<file path="config.mk">
export PLATFORM = sky130hd
export DESIGN_NAME = ahbsched
export DESIGN_NICKNAME = d
export VERILOG_FILES = /design/src/rtl/ahbsched_pkg.sv /design/src/rtl/ahbsched_rr_arb.sv /design/src/rtl/ahbsched.sv
export SDC_FILE = /design/constraint.sdc
export NUM_CORES = 1
export LEC_CHECK = 0
export CELL_PAD_IN_SITES_DETAIL_PLACEMENT = 0
export CELL_PAD_IN_SITES_GLOBAL_PLACEMENT = 1
export CORE_ASPECT_RATIO = 1.75
export CORE_MARGIN = 10
export CORE_UTILIZATION = 32
export DETAILED_ROUTE_END_ITERATION = 16
export MAX_ROUTING_LAYER = met4
export PLACE_DENSITY_LB_ADDON = 0.1
export SYNTH_ARGS = -nofsm -noshare
export SYNTH_HDL_FRONTEND = slang
export SYNTH_SLANG_ARGS = --single-unit
</file>
<file path="constraint.sdc">
create_clock -name I_AHBSCHED_HCLK -period 7.1 [get_ports I_AHBSCHED_HCLK]
set_input_delay 1.42 -clock I_AHBSCHED_HCLK [delete_from_list [all_inputs] [get_ports I_AHBSCHED_HCLK]]
set_output_delay 1.42 -clock I_AHBSCHED_HCLK [all_outputs]
set_load 0.01 [all_outputs]
</file>
<file path="src/rtl/ahbsched_pkg.sv">
// Shared definitions for the AHB transfer scheduler.
//   state_e         : scheduler FSM states
//   Size*           : SIZE input codes (byte / half / word)
//   Htrans*         : HTRANS codes used to qualify accepted beats
//   BoundaryDefault : default address boundary a burst must not cross (bytes)
//   MaxBurstDefault : default burst-length saturation value (beats)
package ahbsched_pkg;

   typedef enum logic [1:0] {
      StIdle  = 2'd0,
      StIssue = 2'd1,
      StRun   = 2'd2,
      StDone  = 2'd3
   } state_e;

   localparam logic [2:0] SizeB8  = 3'd0;
   localparam logic [2:0] SizeB16 = 3'd1;
   localparam logic [2:0] SizeB32 = 3'd2;

   localparam logic [1:0] HtransIdle = 2'b00;
   localparam logic [1:0] HtransNseq = 2'b10;
   localparam logic [1:0] HtransSeq  = 2'b11;

   localparam int unsigned BoundaryDefault = 1024;
   localparam int unsigned MaxBurstDefault = 16;

   // Channel encoding, also the value driven on WRITE.
   localparam logic ChanRd = 1'b0;
   localparam logic ChanWr = 1'b1;

   // Byte-address shift per beat; undefined size codes behave as word.
   function automatic logic [1:0] size_shift(input logic [2:0] size);
      logic [1:0] sh;
      case (size)
         SizeB8:  sh = 2'd0;
         SizeB16: sh = 2'd1;
         SizeB32: sh = 2'd2;
         default: sh = 2'd2;
      endcase
      return sh;
   endfunction

endpackage

</file>
<file path="src/rtl/ahbsched_rr_arb.sv">
// Two-way round-robin arbiter for the scheduler's read/write job channels.
//   clk_i      : clock
//   rst_ni     : synchronous active-low reset
//   soft_rst_i : synchronous soft reset
//   req_i      : requests, bit 0 = read, bit 1 = write
//   take_i     : grant is consumed this cycle; records the winner as last grant
//   gnt_o      : one-hot grant (combinational), zero when nothing is requested
module ahbsched_rr_arb
   import ahbsched_pkg::*;
(
   input  logic       clk_i,
   input  logic       rst_ni,
   input  logic       soft_rst_i,
   input  logic [1:0] req_i,
   input  logic       take_i,
   output logic [1:0] gnt_o
);

   logic last_q, last_d;

   always_comb begin
      gnt_o  = req_i;
      // On a tie the channel that did not win last time goes first.
      if (req_i == 2'b11) begin
         gnt_o = (last_q == ChanWr) ? 2'b01 : 2'b10;
      end
      last_d = last_q;
      if (take_i && (gnt_o != 2'b00)) begin
         last_d = gnt_o[1];
      end
   end

   // Reset to "write granted last" so read wins the first tie.
   always_ff @(posedge clk_i) begin
      if (!rst_ni || soft_rst_i) begin
         last_q <= ChanWr;
      end else begin
         last_q <= last_d;
      end
   end

endmodule

</file>
<file path="src/rtl/ahbsched.sv">
// AHB transfer scheduler: arbitrates read/write jobs round-robin, splits each job
// into bursts of at most P_MAX_BURST beats that never cross a P_BOUNDARY-byte
// boundary, drives the master controls and counts accepted beats.
//   I_AHBSCHED_HCLK / HRESET_N     : clock, synchronous active-low reset
//   I_AHBSCHED_RESET               : synchronous soft reset, aborts any job
//   I_AHBSCHED_SIZE                : 0 byte, 1 half, else word
//   I_AHBSCHED_{RD,WR}_REQ/ADDR/LEN: job requests, held until the matching ACK
//   O_AHBSCHED_{RD,WR}_ACK         : one-cycle job-complete pulses
//   I_AHBSCHED_HREADY / HTRANS     : bus handshake used to count accepted beats
//   O_AHBSCHED_ADDR/COUNT/WRITE    : current burst controls, valid from START
//   O_AHBSCHED_START / STOP        : burst start pulse / end-of-job pulse
//   O_AHBSCHED_BUSY                : high whenever the FSM is not idle
module ahbsched
   import ahbsched_pkg::*;
#(
   parameter int unsigned P_MAX_BURST = MaxBurstDefault,
   // Must be a power of two.
   parameter int unsigned P_BOUNDARY  = BoundaryDefault
) (
   input  logic        I_AHBSCHED_HCLK,
   input  logic        I_AHBSCHED_HRESET_N,
   input  logic        I_AHBSCHED_RESET,
   input  logic [2:0]  I_AHBSCHED_SIZE,
   input  logic        I_AHBSCHED_RD_REQ,
   input  logic [31:0] I_AHBSCHED_RD_ADDR,
   input  logic [4:0]  I_AHBSCHED_RD_LEN,
   output logic        O_AHBSCHED_RD_ACK,
   input  logic        I_AHBSCHED_WR_REQ,
   input  logic [31:0] I_AHBSCHED_WR_ADDR,
   input  logic [4:0]  I_AHBSCHED_WR_LEN,
   output logic        O_AHBSCHED_WR_ACK,
   input  logic        I_AHBSCHED_HREADY,
   input  logic [1:0]  I_AHBSCHED_HTRANS,
   output logic [31:0] O_AHBSCHED_ADDR,
   output logic [4:0]  O_AHBSCHED_COUNT,
   output logic        O_AHBSCHED_WRITE,
   output logic        O_AHBSCHED_START,
   output logic        O_AHBSCHED_STOP,
   output logic        O_AHBSCHED_BUSY
);

   state_e      state_q, state_d;
   logic        chan_q, chan_d;
   logic [31:0] addr_q, addr_d;
   logic [4:0]  count_q, count_d;
   logic [4:0]  rem_q, rem_d;
   logic [4:0]  beat_q, beat_d;
   logic [1:0]  sh_q, sh_d;

   logic [1:0]  req, gnt;
   logic        take;
   logic [31:0] grant_addr;
   logic [4:0]  grant_len, len_eff;
   logic [31:0] next_addr;
   logic [31:0] sel_addr;
   logic [4:0]  sel_rem;
   logic [1:0]  sel_sh;
   logic [31:0] bnd_off, btb_raw;
   logic [4:0]  btb, burst;
   logic        beat_ok;
   logic [4:0]  beat_inc;

   assign req = {I_AHBSCHED_WR_REQ, I_AHBSCHED_RD_REQ};

   ahbsched_rr_arb u_arb (
      .clk_i      (I_AHBSCHED_HCLK),
      .rst_ni     (I_AHBSCHED_HRESET_N),
      .soft_rst_i (I_AHBSCHED_RESET),
      .req_i      (req),
      .take_i     (take),
      .gnt_o      (gnt)
   );

   assign grant_addr = gnt[1] ? I_AHBSCHED_WR_ADDR : I_AHBSCHED_RD_ADDR;
   assign grant_len  = gnt[1] ? I_AHBSCHED_WR_LEN  : I_AHBSCHED_RD_LEN;
   assign next_addr  = addr_q + (32'(count_q) << sh_q);
   assign beat_ok    = I_AHBSCHED_HREADY &&
                       ((I_AHBSCHED_HTRANS == HtransNseq) || (I_AHBSCHED_HTRANS == HtransSeq));
   assign beat_inc   = beat_q + 5'd1;

   always_comb begin
      len_eff = grant_len;
      if (32'(grant_len) > P_MAX_BURST) begin
         len_eff = 5'(P_MAX_BURST);
      end
   end

   // One burst sizer serves both the first burst (from the granted request) and
   // every follow-on burst (from the advanced address and remaining beats).
   always_comb begin
      if (state_q == StIdle) begin
         sel_addr = grant_addr;
         sel_rem  = len_eff;
         sel_sh   = size_shift(I_AHBSCHED_SIZE);
      end else begin
         sel_addr = next_addr;
         sel_rem  = rem_q;
         sel_sh   = sh_q;
      end
      bnd_off = sel_addr & (P_BOUNDARY - 32'd1);
      btb_raw = (P_BOUNDARY - bnd_off) >> sel_sh;
      btb     = (btb_raw > P_MAX_BURST) ? 5'(P_MAX_BURST) : btb_raw[4:0];
      burst   = (sel_rem < btb) ? sel_rem : btb;
   end

   always_comb begin
      state_d = state_q;
      chan_d  = chan_q;
      addr_d  = addr_q;
      count_d = count_q;
      rem_d   = rem_q;
      beat_d  = beat_q;
      sh_d    = sh_q;
      take    = 1'b0;
      unique case (state_q)
         StIdle: begin
            if (req != 2'b00) begin
               take   = 1'b1;
               chan_d = gnt[1];
               addr_d = grant_addr;
               sh_d   = size_shift(I_AHBSCHED_SIZE);
               beat_d = 5'd0;
               if (len_eff == 5'd0) begin
                  count_d = 5'd0;
                  rem_d   = 5'd0;
                  state_d = StDone;
               end else begin
                  count_d = burst;
                  rem_d   = len_eff - burst;
                  state_d = StIssue;
               end
            end
         end
         StIssue: begin
            beat_d  = 5'd0;
            state_d = StRun;
         end
         StRun: begin
            if (beat_ok) begin
               if (beat_inc == count_q) begin
                  beat_d = 5'd0;
                  if (rem_q != 5'd0) begin
                     addr_d  = next_addr;
                     count_d = burst;
                     rem_d   = rem_q - burst;
                     state_d = StIssue;
                  end else begin
                     state_d = StDone;
                  end
               end else begin
                  beat_d = beat_inc;
               end
            end
         end
         StDone: begin
            state_d = StIdle;
         end
         default: begin
            state_d = StIdle;
         end
      endcase
   end

   always_ff @(posedge I_AHBSCHED_HCLK) begin
      if (!I_AHBSCHED_HRESET_N || I_AHBSCHED_RESET) begin
         state_q <= StIdle;
         chan_q  <= ChanRd;
         addr_q  <= 32'd0;
         count_q <= 5'd0;
         rem_q   <= 5'd0;
         beat_q  <= 5'd0;
         sh_q    <= 2'd0;
      end else begin
         state_q <= state_d;
         chan_q  <= chan_d;
         addr_q  <= addr_d;
         count_q <= count_d;
         rem_q   <= rem_d;
         beat_q  <= beat_d;
         sh_q    <= sh_d;
      end
   end

   // All control outputs decode registered state, so they are glitch-free.
   assign O_AHBSCHED_ADDR   = addr_q;
   assign O_AHBSCHED_COUNT  = count_q;
   assign O_AHBSCHED_WRITE  = chan_q;
   assign O_AHBSCHED_START  = (state_q == StIssue);
   assign O_AHBSCHED_STOP   = (state_q == StDone);
   assign O_AHBSCHED_RD_ACK = (state_q == StDone) && (chan_q == ChanRd);
   assign O_AHBSCHED_WR_ACK = (state_q == StDone) && (chan_q == ChanWr);
   assign O_AHBSCHED_BUSY   = (state_q != StIdle);

endmodule
</file>
# --- Yosys cells after proc, flatten, opt, wreduce, memory -nomap -nowiden ---
# Cells that the tools add are included.
totals:
  regBits: 53
  in_bits: 85
  out_inout_bits: 43
  word_cells: 91
classes:
  add_sub_neg: 5
  order_cmp: 3
  n_eq_ne: 12
  n_shift: 2
  muxes: 40
  n_bitwise: 1
  n_reduce_logical: 20
op_table:
  columns: ["op", "n"]
  rows:
  - ["$mux 32", 5]
  - ["$mux 5", 18]
  - ["$pmux 32 s2", 1]
  - ["$add 32x32->32", 1]
  - ["$gt 32x5->1 const B", 1]
  - ["$shl 5x2->32", 1]
  - ["$shr 32x2->32", 1]
  - ["$pmux 5 s2", 2]
  - ["$mux 2", 8]
  - ["$pmux 5 s3", 1]
  - ["$sub 11x10->12 const A", 1]
  - ["$eq 2x2->1 const B", 5]
  - ["$mux 10", 1]
  - ["$sub 5x5->5", 2]
  - ["$pmux 2 s4", 1]
  - ["$reduce_bool 2->1", 4]
  - ["$ne 2x2->1 const B", 3]
  - ["$reduce_and 3->1", 2]
  - ["$add 5x1->5 const B", 1]
  - ["$eq 5x5->1", 1]
  - ["$gt 5x5->1 const B", 1]
  - ["$logic_not 5->1", 1]
  - ["$lt 5x5->1", 1]
  - ["$reduce_and 5->1", 1]
  - ["14 further kinds", 19]

# --- Depth between registers and ports, before layout ---
logic_depth:
  depth_word: 15
  mapped_depth: 34
  ltp_nobuf: 30

# --- Modules after synthesis ---
# Synthesis repeated with hierarchy kept, for this count alone.
hier_totals:
  hier_cells: 727
  area_unflattened_um2: 5278.8
by_module_without_submodules:
  columns: ["mod", "instances", "cells_per_inst", "area_each_um2", "seq_area_each_um2"]
  rows:
  - ["ahbsched", 1, 719, 5213.8, 1041.0]
  - ["ahbsched_rr_arb", 1, 8, 65.1, 20.0]

# --- Worst setup path after synthesis ---
# OpenSTA, ideal clock, no wires.
synth_timing:
  path_type: "input to register"
  startpoint: "input I_AHBSCHED_WR_REQ"
  endpoint: "register rem_q[2]"
  setup_time_ns: 0.070
  arrival_ns: 7.398
  t_required_ns: 7.030
  slack_ns: -0.369
  stages: 31
  n_path_buf: 2
  path_cell_list: "a21bo_2 buf_2 buf_1 mux2i_1 nor2_1 a21oi_1 ha_1 inv_1 a211o_1 a211oi_2 xnor2_1 nor3_1 a221oi_2 nand3_1 a2111o_1 ha_1 a21o_1 a21o_1 a21o_1 a211oi_1 nand2_1 mux2_4 nand4_4 nand2_1 xnor2_1 ha_1 a31o_1 or3_1 a21oi_1 o21ai_1 a21oi_1"
synth_between:
  elab_chain_cells: 15
  elab_cells_between_ends: 26
  classes_between: "3 x add/sub; 3 x order compare; 2 x eq/ne; 1 x shift; 14 x mux; 3 x reduce/logical"
synth_lines:
  columns: ["element", "line", "source"]
  rows:
  - ["start, declared", "ahbsched.sv:28", "input logic I_AHBSCHED_WR_REQ,"]
  - ["$eq 2x2->1", "ahbsched_rr_arb.sv:24", "if (req_i == 2'b11) begin"]
  - ["$mux 2", "ahbsched_rr_arb.sv:24", null]
  - ["$mux 32", "ahbsched.sv:74", "assign grant_addr = gnt[1] ? I_AHBSCHED_WR_ADDR : I_AHBSCHED_RD_ADDR;"]
  - ["$mux 10", "ahbsched.sv:91", "if (state_q == StIdle) begin"]
  - ["$sub 11x10->12", "ahbsched.sv:101", "btb_raw = (P_BOUNDARY - bnd_off) >> sel_sh;"]
  - ["$shr 32x2->32", "ahbsched.sv:101", null]
  - ["$gt 32x5->1", "ahbsched.sv:102", "btb = (btb_raw > P_MAX_BURST) ? 5'(P_MAX_BURST) : btb_raw[4:0];"]
  - ["$mux 5", "ahbsched.sv:102", null]
  - ["$lt 5x5->1", "ahbsched.sv:103", "burst = (sel_rem < btb) ? sel_rem : btb;"]
  - ["$mux 5", "ahbsched.sv:103", null]
  - ["$sub 5x5->5", "ahbsched.sv:145", "rem_d = rem_q - burst;"]
  - ["$mux 5", "ahbsched.sv:142", "if (rem_q != 5'd0) begin"]
  - ["$mux 5", "ahbsched.sv:140", "if (beat_inc == count_q) begin"]
  - ["$mux 5", "ahbsched.sv:139", "if (beat_ok) begin"]
  - ["$pmux 5 s2", "ahbsched.sv:115", "unique case (state_q)"]
  - ["end signal, assigned", "ahbsched.sv:178", "rem_q <= rem_d;"]
  - ["end, declared", "ahbsched.sv:46", "logic [4:0] rem_q, rem_d;"]
# Several ways; a longest one is shown, not always the timed one. The select of a mux whose other input is x is not followed.
# A chain may end at the register's enable or synchronous reset.

# --- Final worst setup path ---
# Same ends and word-level chain as after synthesis.

==> reports/summary.json <==
{
  "aggregate_global_route_resource_usage": {"value": 19.11, "unit": "%"},
  "timing.final.ws_setup": {"value": 0.2558, "unit": "ns"},
  "netlist_top_cells_area": {"value": "sky130_fd_sc_hd__dfxtp_1, sky130_fd_sc_hd__nand2_1, sky130_fd_sc_hd__a21oi_1"},
  "fp.dieH": {"value": 188.6, "unit": "microns"},
  "path_class": {"value": "in -> reg"},
  "post_route_cells_drive_above_1_share": {"value": 15.98, "unit": "%"},
  "route.detailed.vias_per_inst": {"value": 5.610},
  "clock_sinks": {"value": 53},
  "cts_tree": {"value": "built"},
  "avgRoutedWirePerCell": {"value": 18.92, "unit": "microns"},
  "dominantRegCellSynth": {"value": "sky130_fd_sc_hd__dfxtp_1"},
  "cts_hold_buffers": {"value": 0},
  "vias": {"value": 6222},
  "first_global_vias": {"value": 6260},
  "synth_edf_count": {"value": 0},
  "synth_area_per_cell": {"value": 6.927, "unit": "sq um"},
  "vdd_drop_max": {"value": 0.0001108, "unit": "V"},
  "grt_antenna_before_repair": {"value": 0},
  "rows": {"value": 61},
  "outcome": {"value": "finished clean"},
  "syn_area": {"value": 5195, "unit": "sq um"},
  "drt_iter0_markers": {"value": 312},
  "die_w": {"value": 116.3, "unit": "microns"},
  "synthCells": {"value": 750},
  "gp_congestion": {"value": 0.9528},
  "slowest_stage": {"value": "sky130_fd_sc_hd__a2111o_1"},
  "port_buffers": {"value": 126},
  "area_delta_synth_final": {"value": 43.47, "unit": "%"},
  "period_share": {"value": 96.40, "unit": "%"},
  "share_of_synthesized_area_occupied_by_flip_flops_and_latches": {"value": 20.42, "unit": "%"},
  "nFillCells": {"value": 1668},
  "final.setup.tns": {"value": 0, "unit": "ns"},
  "async_reset_ff_share": {"value": 0, "unit": "%"},
  "ys_types": {"value": 73},
  "yosys.cell_count.top_type": {"value": "sky130_fd_sc_hd__nand2_1"},
  "worst_pin_slew": {"value": 1.134, "unit": "ns"},
  "power.density_cell_area": {"value": 176.9, "unit": "nW/um^2"},
  "fp.coreArea": {"value": 15950, "unit": "sq um"},
  "slowest_delay": {"value": 0.44, "unit": "ns"},
  "initial_core_util": {"value": 32.57, "unit": "%"},
  "clk_pin_slew": {"value": 0.07, "unit": "ns"},
  "detailed_place_hpwl": {"value": 16080, "unit": "microns"},
  "final_area": {"value": 7453, "unit": "sq um"},
  "critical_path.max_fanout": {"value": 4},
  "synth_fp_nets": {"value": 856},
  "fin_nets": {"value": 1026},
  "synth_top_area_share": {"value": 20.42, "unit": "%"},
  "p_total": {"value": 1.318, "unit": "mW"},
  "insertedDiodeCount": {"value": 0},
  "yosysTopAreaCell": {"value": "sky130_fd_sc_hd__dfxtp_1"},
  "synthTopCellsByCount": {"value": "sky130_fd_sc_hd__nand2_1, sky130_fd_sc_hd__a21oi_1, sky130_fd_sc_hd__nor2_1, sky130_fd_sc_hd__o21ai_0, sky130_fd_sc_hd__dfxtp_1"},
  "final_core_utilization": {"value": 46.73, "unit": "%"},
  "cts_made_buffers": {"value": 5},
  "ioPinCount": {"value": 128},
  "placedInstanceArea": {"value": 6990, "unit": "sq um"},
  "min-delay-path-class": {"value": "reg -> reg"},
  "clock_tree.htree_level_count": {"value": 2},
  "clock_tree.root_cell": {"value": "sky130_fd_sc_hd__clkbuf_16"},
  "ys_ff_latch": {"value": 53},
  "dpl_worst_slack": {"value": -0.5138, "unit": "ns"},
  "grt_first_pass_wirelength": {"value": 32910, "unit": "microns"},
  "firstDrtPassIters": {"value": 4},
  "remaining_drc_errors": {"value": 0},
  "static-leakage-power": {"value": 2.979, "unit": "nW"},
  "worst_slew_margin_rel": {"value": 24.40, "unit": "%"},
  "minimum_clock_period_after_layout": {"value": 6.844, "unit": "ns"},
  "grt-ovfl-total": {"value": 0},
  "rsz0062_at_grt": {"value": "true"},
  "wirelength": {"value": 20990, "unit": "microns"},
  "ys.warnings.count": {"value": 0},
  "fin_skew": {"value": 0.006958, "unit": "ns"},
  "crit_arrival": {"value": 7.06, "unit": "ns"},
  "drv_cap": {"value": 0},
  "worst_setup_path_end_kind": {"value": "register"},
  "required": {"value": 7.31, "unit": "ns"},
  "die_area": {"value": 21930, "unit": "sq um"},
  "final-max-slew-violation-count": {"value": 0},
  "final_hold_viol_count": {"value": 0},
  "highest_achievable_clock_rate": {"value": 146.1, "unit": "MHz"},
  "largest_net_degree_at_the_start_of_global_routing": {"value": 54},
  "clock_latency": {"value": 0.30, "unit": "ns"},
  "antenna_left": {"value": 0},
  "startpoint_type": {"value": "input port"},
  "max-clock-path-buffers": {"value": 2},
  "finalSetupViolations": {"value": 0}
}
## flip-flops by register name (all words and copies together), names as in the netlist
name,count
O_AHBSCHED_ADDR,32
O_AHBSCHED_COUNT,5
O_AHBSCHED_WRITE,1
beat_q,5
rem_q,5
sh_q,2
state_q,2
u_arb.last_q,1
## power by group
| group | leakage [nW] | internal [mW] | switching, mW |
|---|---|---|---|
| Combinational | 2.48 | 0.345 | 0.376 |
| Clock | 0.0669 | 0.130 | 0.119 |
| Sequential | 0.432 | 0.318 | 0.0303 |
## cell usage in the layout (no fill, tap or decap), drive strengths merged, types with 14 or more instances in the layout
master	n
nand3	28
nor3	27
and3	14
dfxtp	53
ha	20
inv	17
o21ai	62
clkdlybuf4s50	120
xnor2	20
buf	85
a211oi	15
nand2	123
a21oi	84
mux2i	24
nor2	66
## path summary, 6_finish.rpt
check,from,end,slack (ns),cells past startpoint
setup reg to reg,O_AHBSCHED_COUNT[1]$_SDFFE_PP0P_,rem_q[2]$_SDFFE_PP0P_,0.38,28
setup / recovery,I_AHBSCHED_WR_REQ,rem_q[2]$_SDFFE_PP0P_,0.26,31
hold reg to reg,O_AHBSCHED_ADDR[0]$_SDFFE_PP0P_,O_AHBSCHED_ADDR[0]$_SDFFE_PP0P_,0.49,2
hold / removal,O_AHBSCHED_ADDR[0]$_SDFFE_PP0P_,O_AHBSCHED_ADDR[0]$_SDFFE_PP0P_,0.49,2
## worst max-delay path, delay by kind of cell
family / cells / cell delay [ns]
muxes: 2 / 0.58
xor gates and xnor gates: 1 / 0.13
AOI/OAI and AO/OA: 15 / 3.02
adders and majority gates: 3 / 0.60
buffers and inverters: 4 / 0.39
and+or+nand+nor: 6 / 0.91
## layer usage
layer  vias to the layer above  part of all wire (%)  GRT usage (%)
li1                       3074                     -              -
met1                      2916                    39          20.62
met2                       193                    52          33.32
met3                        39                   5.6          3.403
met4                         0                   3.3          7.689
met5                         -                     0              -
## layout make-up
class / count / area [sq um] / share of cell area, %
inverters: 17 / 63.81 / 0.8561
well taps: 189 / 236.5 / 3.173
clock buffers: 6 / 128.9 / 1.729
flip-flops and latches: 53 / 1064 / 14.27
repair buffers: 210 / 1906 / 25.57
clock inverters: 1 / 8.758 / 0.1175
multi-input cells: 633 / 4046 / 54.29
## kinds of logic (layout without fill, tap and decap cells)
group / count (synthesis) / count (layout) / share of synthesized area [%]
AOI/OAI and AO/OA: 244 / 244 / 30.47
xor gates and xnor gates: 26 / 26 / 4.383
adders and majority gates: 23 / 23 / 5.612
buffers and inverters: 64 / 234 / 5.082
DFF: 53 / 53 / 20.42
muxes: 29 / 29 / 5.780
and+or+nand+nor: 311 / 311 / 28.25
## timing repair
action | 4_1_cts | 5_1_grt
gates resized for setup | 13 | 31
hold endpoints to repair | 0 | 0
buffers inserted | 13 | 9
setup endpoints to repair | 3 | 3
pin swaps | 14 | 25
## metrics by stage
| step | hold slack, ns | std cells |
|---|---|---|
| 2_1_floorplan | 0.4770 | 750 |
| 3_3_place_gp | 0.4750 | 1080 |
| 3_5_place_dp | 0.4771 | 1080 |
| 4_1_cts | 0.4931 | 1100 |
| 5_1_grt | 0.5150 | 1109 |
| 6_report | 0.4892 | 1109 |
Note: power is estimated with default switching activity, not from simulation.
